--- src/rtl/bist_pkg.sv ---
// rtl/bist_pkg.sv - shared state encoding and polynomial for the BIST TPG/MISR pair
package bist_pkg;

  typedef enum logic [2:0] {
    ST_IDLE,
    ST_INIT,
    ST_RUN,
    ST_FLUSH,
    ST_DONE
  } state_t;

  // x^8+x^4+x^3+x^2+1; the MISR uses this same constant
  localparam logic [7:0] POLY8        = 8'h1D;
  localparam logic [7:0] DEFAULT_SEED = 8'hFF;

endpackage

--- src/rtl/bist_lfsr.sv ---
// rtl/bist_lfsr.sv - Galois LFSR with load and advance enables
module bist_lfsr
  import bist_pkg::*;
#(
  parameter int              NBIT    = 8,
  parameter int              NOUT    = 4,
  parameter logic [NBIT-1:0] RST_VAL = DEFAULT_SEED
) (
  input  logic            clk,
  input  logic            rst,
  input  logic            i_load,
  input  logic [NBIT-1:0] i_load_val,
  input  logic            i_adv,
  output logic [NOUT-1:0] o_q
);

  logic [NBIT-1:0] r_q;
  logic [NBIT-1:0] w_next;

  // Galois step: shift left, fold the MSB back through the tap mask
  assign w_next = {r_q[NBIT-2:0], 1'b0} ^ (r_q[NBIT-1] ? POLY8 : '0);
  assign o_q    = r_q[NOUT-1:0];

  always_ff @(posedge clk or posedge rst) begin
    if (rst) begin
      r_q <= RST_VAL;
    end else if (i_load) begin
      r_q <= i_load_val;
    end else if (i_adv) begin
      r_q <= w_next;
    end
  end

endmodule

--- src/rtl/bist_tpg.sv ---
// rtl/bist_tpg.sv - BIST test pattern generator sequencing INIT/RUN/FLUSH/DONE
module bist_tpg
  import bist_pkg::*;
#(
  parameter int              NBIT  = 8,
  parameter int              NREQ  = 4,
  parameter int              NPAT  = 255,
  parameter int              FLUSH = 2,
  parameter int              CNTW  = 8,
  parameter logic [NBIT-1:0] SEED  = DEFAULT_SEED
) (
  input  logic            clk,
  input  logic            rst,
  input  logic            start,
  input  logic            shift_en,
  input  logic            scan_in,
  output logic [NREQ-1:0] req,
  output logic            misr_rst,
  output logic            finish,
  output logic            busy,
  output logic            done,
  output logic [CNTW-1:0] pat_cnt,
  output logic            scan_out
);

  localparam logic [CNTW-1:0] LAST  = CNTW'(NPAT - 1);
  localparam int              FW    = (FLUSH > 1) ? $clog2(FLUSH) : 1;
  localparam logic [FW-1:0]   FLAST = FW'((FLUSH > 0) ? FLUSH - 1 : 0);

  state_t          r_state;
  logic [NBIT-1:0] r_seed;
  logic [CNTW-1:0] r_pat_cnt;
  logic [FW-1:0]   r_flush_cnt;
  logic            r_misr_rst;
  logic            r_finish;
  logic            r_busy;
  logic            r_done;

  logic            w_load;
  logic            w_adv;
  logic [NBIT-1:0] w_load_val;

  // All-zero seed would lock the LFSR; substitute the default
  assign w_load_val = (r_seed == '0) ? SEED : r_seed;
  assign w_load     = (r_state == ST_INIT);
  assign w_adv      = (r_state == ST_RUN) && (r_pat_cnt != LAST);

  bist_lfsr #(
    .NBIT    (NBIT),
    .NOUT    (NREQ),
    .RST_VAL (SEED)
  ) u_lfsr (
    .clk        (clk),
    .rst        (rst),
    .i_load     (w_load),
    .i_load_val (w_load_val),
    .i_adv      (w_adv),
    .o_q        (req)
  );

  always_ff @(posedge clk or posedge rst) begin
    if (rst) begin
      r_state     <= ST_IDLE;
      r_seed      <= SEED;
      r_pat_cnt   <= '0;
      r_flush_cnt <= '0;
      r_misr_rst  <= 1'b0;
      r_finish    <= 1'b1;
      r_busy      <= 1'b0;
      r_done      <= 1'b0;
    end else begin
      case (r_state)
        ST_IDLE, ST_DONE: begin
          if (start) begin
            r_state    <= ST_INIT;
            r_misr_rst <= 1'b1;
            r_busy     <= 1'b1;
            r_done     <= 1'b0;
          end else if (shift_en) begin
            r_seed <= {r_seed[NBIT-2:0], scan_in};
          end
        end
        ST_INIT: begin
          r_state    <= ST_RUN;
          r_pat_cnt  <= '0;
          r_misr_rst <= 1'b0;
          r_finish   <= 1'b0;
        end
        ST_RUN: begin
          if (r_pat_cnt == LAST) begin
            r_flush_cnt <= '0;
            if (FLUSH == 0) begin
              r_state  <= ST_DONE;
              r_finish <= 1'b1;
              r_busy   <= 1'b0;
              r_done   <= 1'b1;
            end else begin
              r_state <= ST_FLUSH;
            end
          end else begin
            r_pat_cnt <= r_pat_cnt + 1'b1;
          end
        end
        ST_FLUSH: begin
          if (r_flush_cnt == FLAST) begin
            r_state  <= ST_DONE;
            r_finish <= 1'b1;
            r_busy   <= 1'b0;
            r_done   <= 1'b1;
          end else begin
            r_flush_cnt <= r_flush_cnt + 1'b1;
          end
        end
        default: r_state <= ST_IDLE;
      endcase
    end
  end

  assign misr_rst = r_misr_rst;
  assign finish   = r_finish;
  assign busy     = r_busy;
  assign done     = r_done;
  assign pat_cnt  = r_pat_cnt;
  assign scan_out = r_seed[NBIT-1];

endmodule

--- config.mk ---
export PLATFORM = sky130hd
export DESIGN_NAME = bist_tpg
export DESIGN_NICKNAME = d
export VERILOG_FILES = /design/src/rtl/bist_pkg.sv /design/src/rtl/bist_lfsr.sv /design/src/rtl/bist_tpg.sv
export SDC_FILE = /design/constraint.sdc
export NUM_CORES = 1
export LEC_CHECK = 0
export ABC_AREA = 1
export CELL_PAD_IN_SITES_DETAIL_PLACEMENT = 0
export CELL_PAD_IN_SITES_GLOBAL_PLACEMENT = 1
export CORE_MARGIN = 8
export CORE_UTILIZATION = 37
export DETAILED_ROUTE_END_ITERATION = 8
export PLACE_DENSITY = 0.85
export SKIP_CTS_REPAIR_TIMING = 1
export SYNTH_ARGS = -nofsm -noshare
export SYNTH_HDL_FRONTEND = slang
export SYNTH_HIERARCHICAL = 1
export SYNTH_SLANG_ARGS = --single-unit
--- constraint.sdc ---
create_clock -name clk -period 1.56 [get_ports clk]
set_input_delay 0.312 -clock clk [delete_from_list [all_inputs] [get_ports clk]]
set_output_delay 0.312 -clock clk [all_outputs]
set_load 0.02 [all_outputs]
==> metrics.md <==
| Metric | Value |
|---|---|
| Syn avg cell area | `8.378 um2` |
| Largest net degree at the start of global routing | `25` |
| Reg2reg setup slack | `0.11 ns` |
| DP HPWL | `about 2.6 mm` |
| Drt drc | `0` |
| Vias in the first global route | `1328` |
| Final net count | `253` |
| I/O pins | `22` |
| Total of warnings raised by yosys | `6` |
| GRT overflow | `0` |
| Routed WL | `3.521 mm` |
| Critical Path End Type | `flip-flop` |
| EDFF count, synth | `0` |
| Final max-slew violation count | `0` |
| Cells after Synth | `about 210` |
| Syn nets | `221` |
| RD Place Congestion | `around 0.74` |
| Port bufs | `21` |
| Post-DRT Antenna Nets | `0` |
| Core Box Area | `~4700 um2` |
| Initial Util | `0.3821` |
| Worst hold path class | `primary input to asynchronous set/reset pin` |
| Power Density | `~1900 nW/um2` |
| Slew @ Worst Pin | `0.3896 ns` |
| Setup-failing EPs final | `0` |
| CTS tree | `built` |
| Async set or reset register ratio after synthesis | `1.000` |
| Max Fclk | `a little under 0.7 GHz` |
| CTS buffer count | `5` |
| Lkg Pwr | `1.311 nW` |
| Post-layout util | `0.4776` |
| DP Worst Slack | `0.07077 ns` |
| Yosys reg bits | `32` |
| RSZ-0062 raised after global routing | `false` |
| Status | `completed` |
| Seq/Total Area, Yosys | `0.4585` |
| Die height | `between 80 and 90 um` |
| Clock Skews | `0.003503 ns` |
| Top FF cell, synth | `dfstp_2` |
| Final Critical Period | `roughly 1.5 ns` |
| Avg WL per Cell | `approximately 12 um` |
| Flip-flop and latch area | `823.3 um2` |
| Area Growth Syn to Fin | `24.98%` |
| # rows | `25` |
| Max VDD drop | `~0.66 mV` |
| CTS root buf | `clkbuf_8` |
| # diodes | `0` |
| Post-DR vias/cell | `between 4 and 5` |
| Final Hold Vio Count | `0` |
| WS Path Type | `flip-flop to flip-flop` |
| Initial DRC Count | `54` |
| Final Cycle Share | `0.9316` |
| Die X | `roughly 86 um` |
| Maxcap violations | `0` |
| Critical Path AT | `around 1.7 ns` |
| FILL cells | `453` |
| First-pass GRT wire length | `6.244 mm` |
| Synth unique cells | `31` |
| Worst setup margin | `0.1068 ns` |
| Startpoint types | `flip-flop` |
| Post-Syn Area | `about 1800 um2` |
| Total Routing Usage GR | `0.1060` |
| Vias | `roughly 1300` |
| Clock Path Buffers | `2` |
| Critical path required time | `1.79 ns` |
| Die ar. | `roughly 7300 um2` |
| Share of cells above drive strength 1 | `0.2874` |
| Initial antenna violation count | `0` |
| Clk slew on worst S/H paths | `0.06 ns` |
| H-tree depth | `2` |
| Area taken by multi-input logic gates | `about 800 um2` |
| Max_slew headroom | `0.7394` |
| DRT Pass-1 Iters | `5` |
| Sink Count | `32` |
| Crit Path Max Fanout | `8` |
| Worst skew pair latency | `0.28 ns` |
logic make-up after synthesis:
group	synth area share
buffers and inverters	0.1061
adder cells (fa/ha/maj)	0.01395
AND/OR/NAND/NOR	0.3064
XOR/XNOR	0.01466
flip-flops	0.4585
AO/OA/AOI/OAI	0.1005
registers in the layout, summed over array words and instances, names as in the netlist:
| register | cells |
|---|---|
| finish | 1 |
| busy | 1 |
| done | 1 |
| pat_cnt | 8 |
| misr_rst | 1 |
| r_seed | 8 |
| u_lfsr/r_q | 8 |
| r_flush_cnt | 1 |
| r_state | 3 |
power breakdown:
| group | leakage [nW] | switching (mW) | internal, mW | total (mW) |
|---|---|---|---|---|
| registers | 0.366 | 0.238 | 1.27 | 1.51 |
| logic | 0.894 | 1.23 | 0.833 | 2.06 |
| clock network | 0.0515 | 0.297 | 0.402 | 0.700 |
| total | 1.31 | 1.76 | 2.50 | 4.27 |
synth_stat cells (2+ instances only):
master	instances	area, um2
buf_4	4	30.03
xor2_1	2	17.52
nand2_1	71	266.5
dfstp_2	17	446.7
nand2_4	5	56.30
ha_1	2	25.02
o21ai_2	11	96.34
o21ai_1	4	20.02
nor2_2	2	12.51
dfrtp_1	15	375.4
nor2_1	13	48.80
nor2_4	2	22.52
nand2_2	4	25.02
nand3_1	12	60.06
a21oi_1	3	15.01
inv_1	28	105.1
inv_2	4	15.01
nor4_1	2	12.51
per-layer routing:
layer  global-route usage  routed length, um  up-vias
met5                    0                  0        -
met4              0.05255                 58        0
met3              0.02961                 98        4
met2               0.1685               1652       20
met1               0.1284               1711      585
li1                     -                  -      721
through the flow:
step	area, um2	instances	TNS, ns	hold slack (ns)	power [mW]
6_report	2241	301	0	0.4232	4.269
5_1_grt	2241	301	0	0.4721	4.628
4_1_cts	2191	301	-2.302	0.4353	4.325
3_5_place_dp	2091	293	0	0.4581	3.607
3_3_place_gp	2091	293	0	0.4573	3.582
2_1_floorplan	1799	214	0	0.3199	2.976
layout by cell type (no fill, tap or decap), types with 2 or more instances in the layout:
cell type,Yosys,layout
a21oi_1,3,3
buf_4,4,10
clkbuf_8,0,7
clkdlybuf4s50_1,0,4
dfrtp_1,15,14
dfstp_2,17,17
dlymetal6s2s_1,0,17
ha_1,2,2
inv_1,28,27
inv_2,4,5
nand2_1,71,71
nand2_2,4,4
nand2_4,5,5
nand3_1,12,12
nor2_1,13,12
nor2_4,2,4
nor4_1,2,2
o21ai_1,4,4
o21ai_2,11,11
xor2_1,2,2
critical path: stages (launching register included):
cell and delay, ns:
dfrtp_2 0.38, inv_2 0.04, ha_1 0.19, nand2_1 0.07
nor2_2 0.05, nand2_4 0.10, nand2_4 0.05, inv_2 0.09
inv_1 0.07, nor2_4 0.17, nand3_1 0.10, nand2_1 0.08
final timing paths:
path	start	end	cells past startpoint
worst max register to register	pat_cnt[0]$_DFFE_PP0P_	u_lfsr/r_q[4]$_DFFE_PP1P_	11
worst max-delay path	pat_cnt[0]$_DFFE_PP0P_	u_lfsr/r_q[4]$_DFFE_PP1P_	11
min in group clk	misr_rst$_DFFE_PP0P_	misr_rst$_DFFE_PP0P_	2
worst min-delay path	rst	pat_cnt[7]$_DFFE_PP0P_	3
max in group asynchronous	rst	r_seed[2]$_DFFE_PP1P_	3
worst min register to register	misr_rst$_DFFE_PP0P_	misr_rst$_DFFE_PP0P_	2
layout make-up:
type,instances,share of cell area
Sequential cell,32,0.3674
Multi-Input combinational cell,143,0.3540
Timing Repair Buffer,31,0.1463
Inverter,33,0.05751
Clock buffer,8,0.04467
Tap cell,54,0.03015
Note: power is estimated with default switching activity, not from simulation.
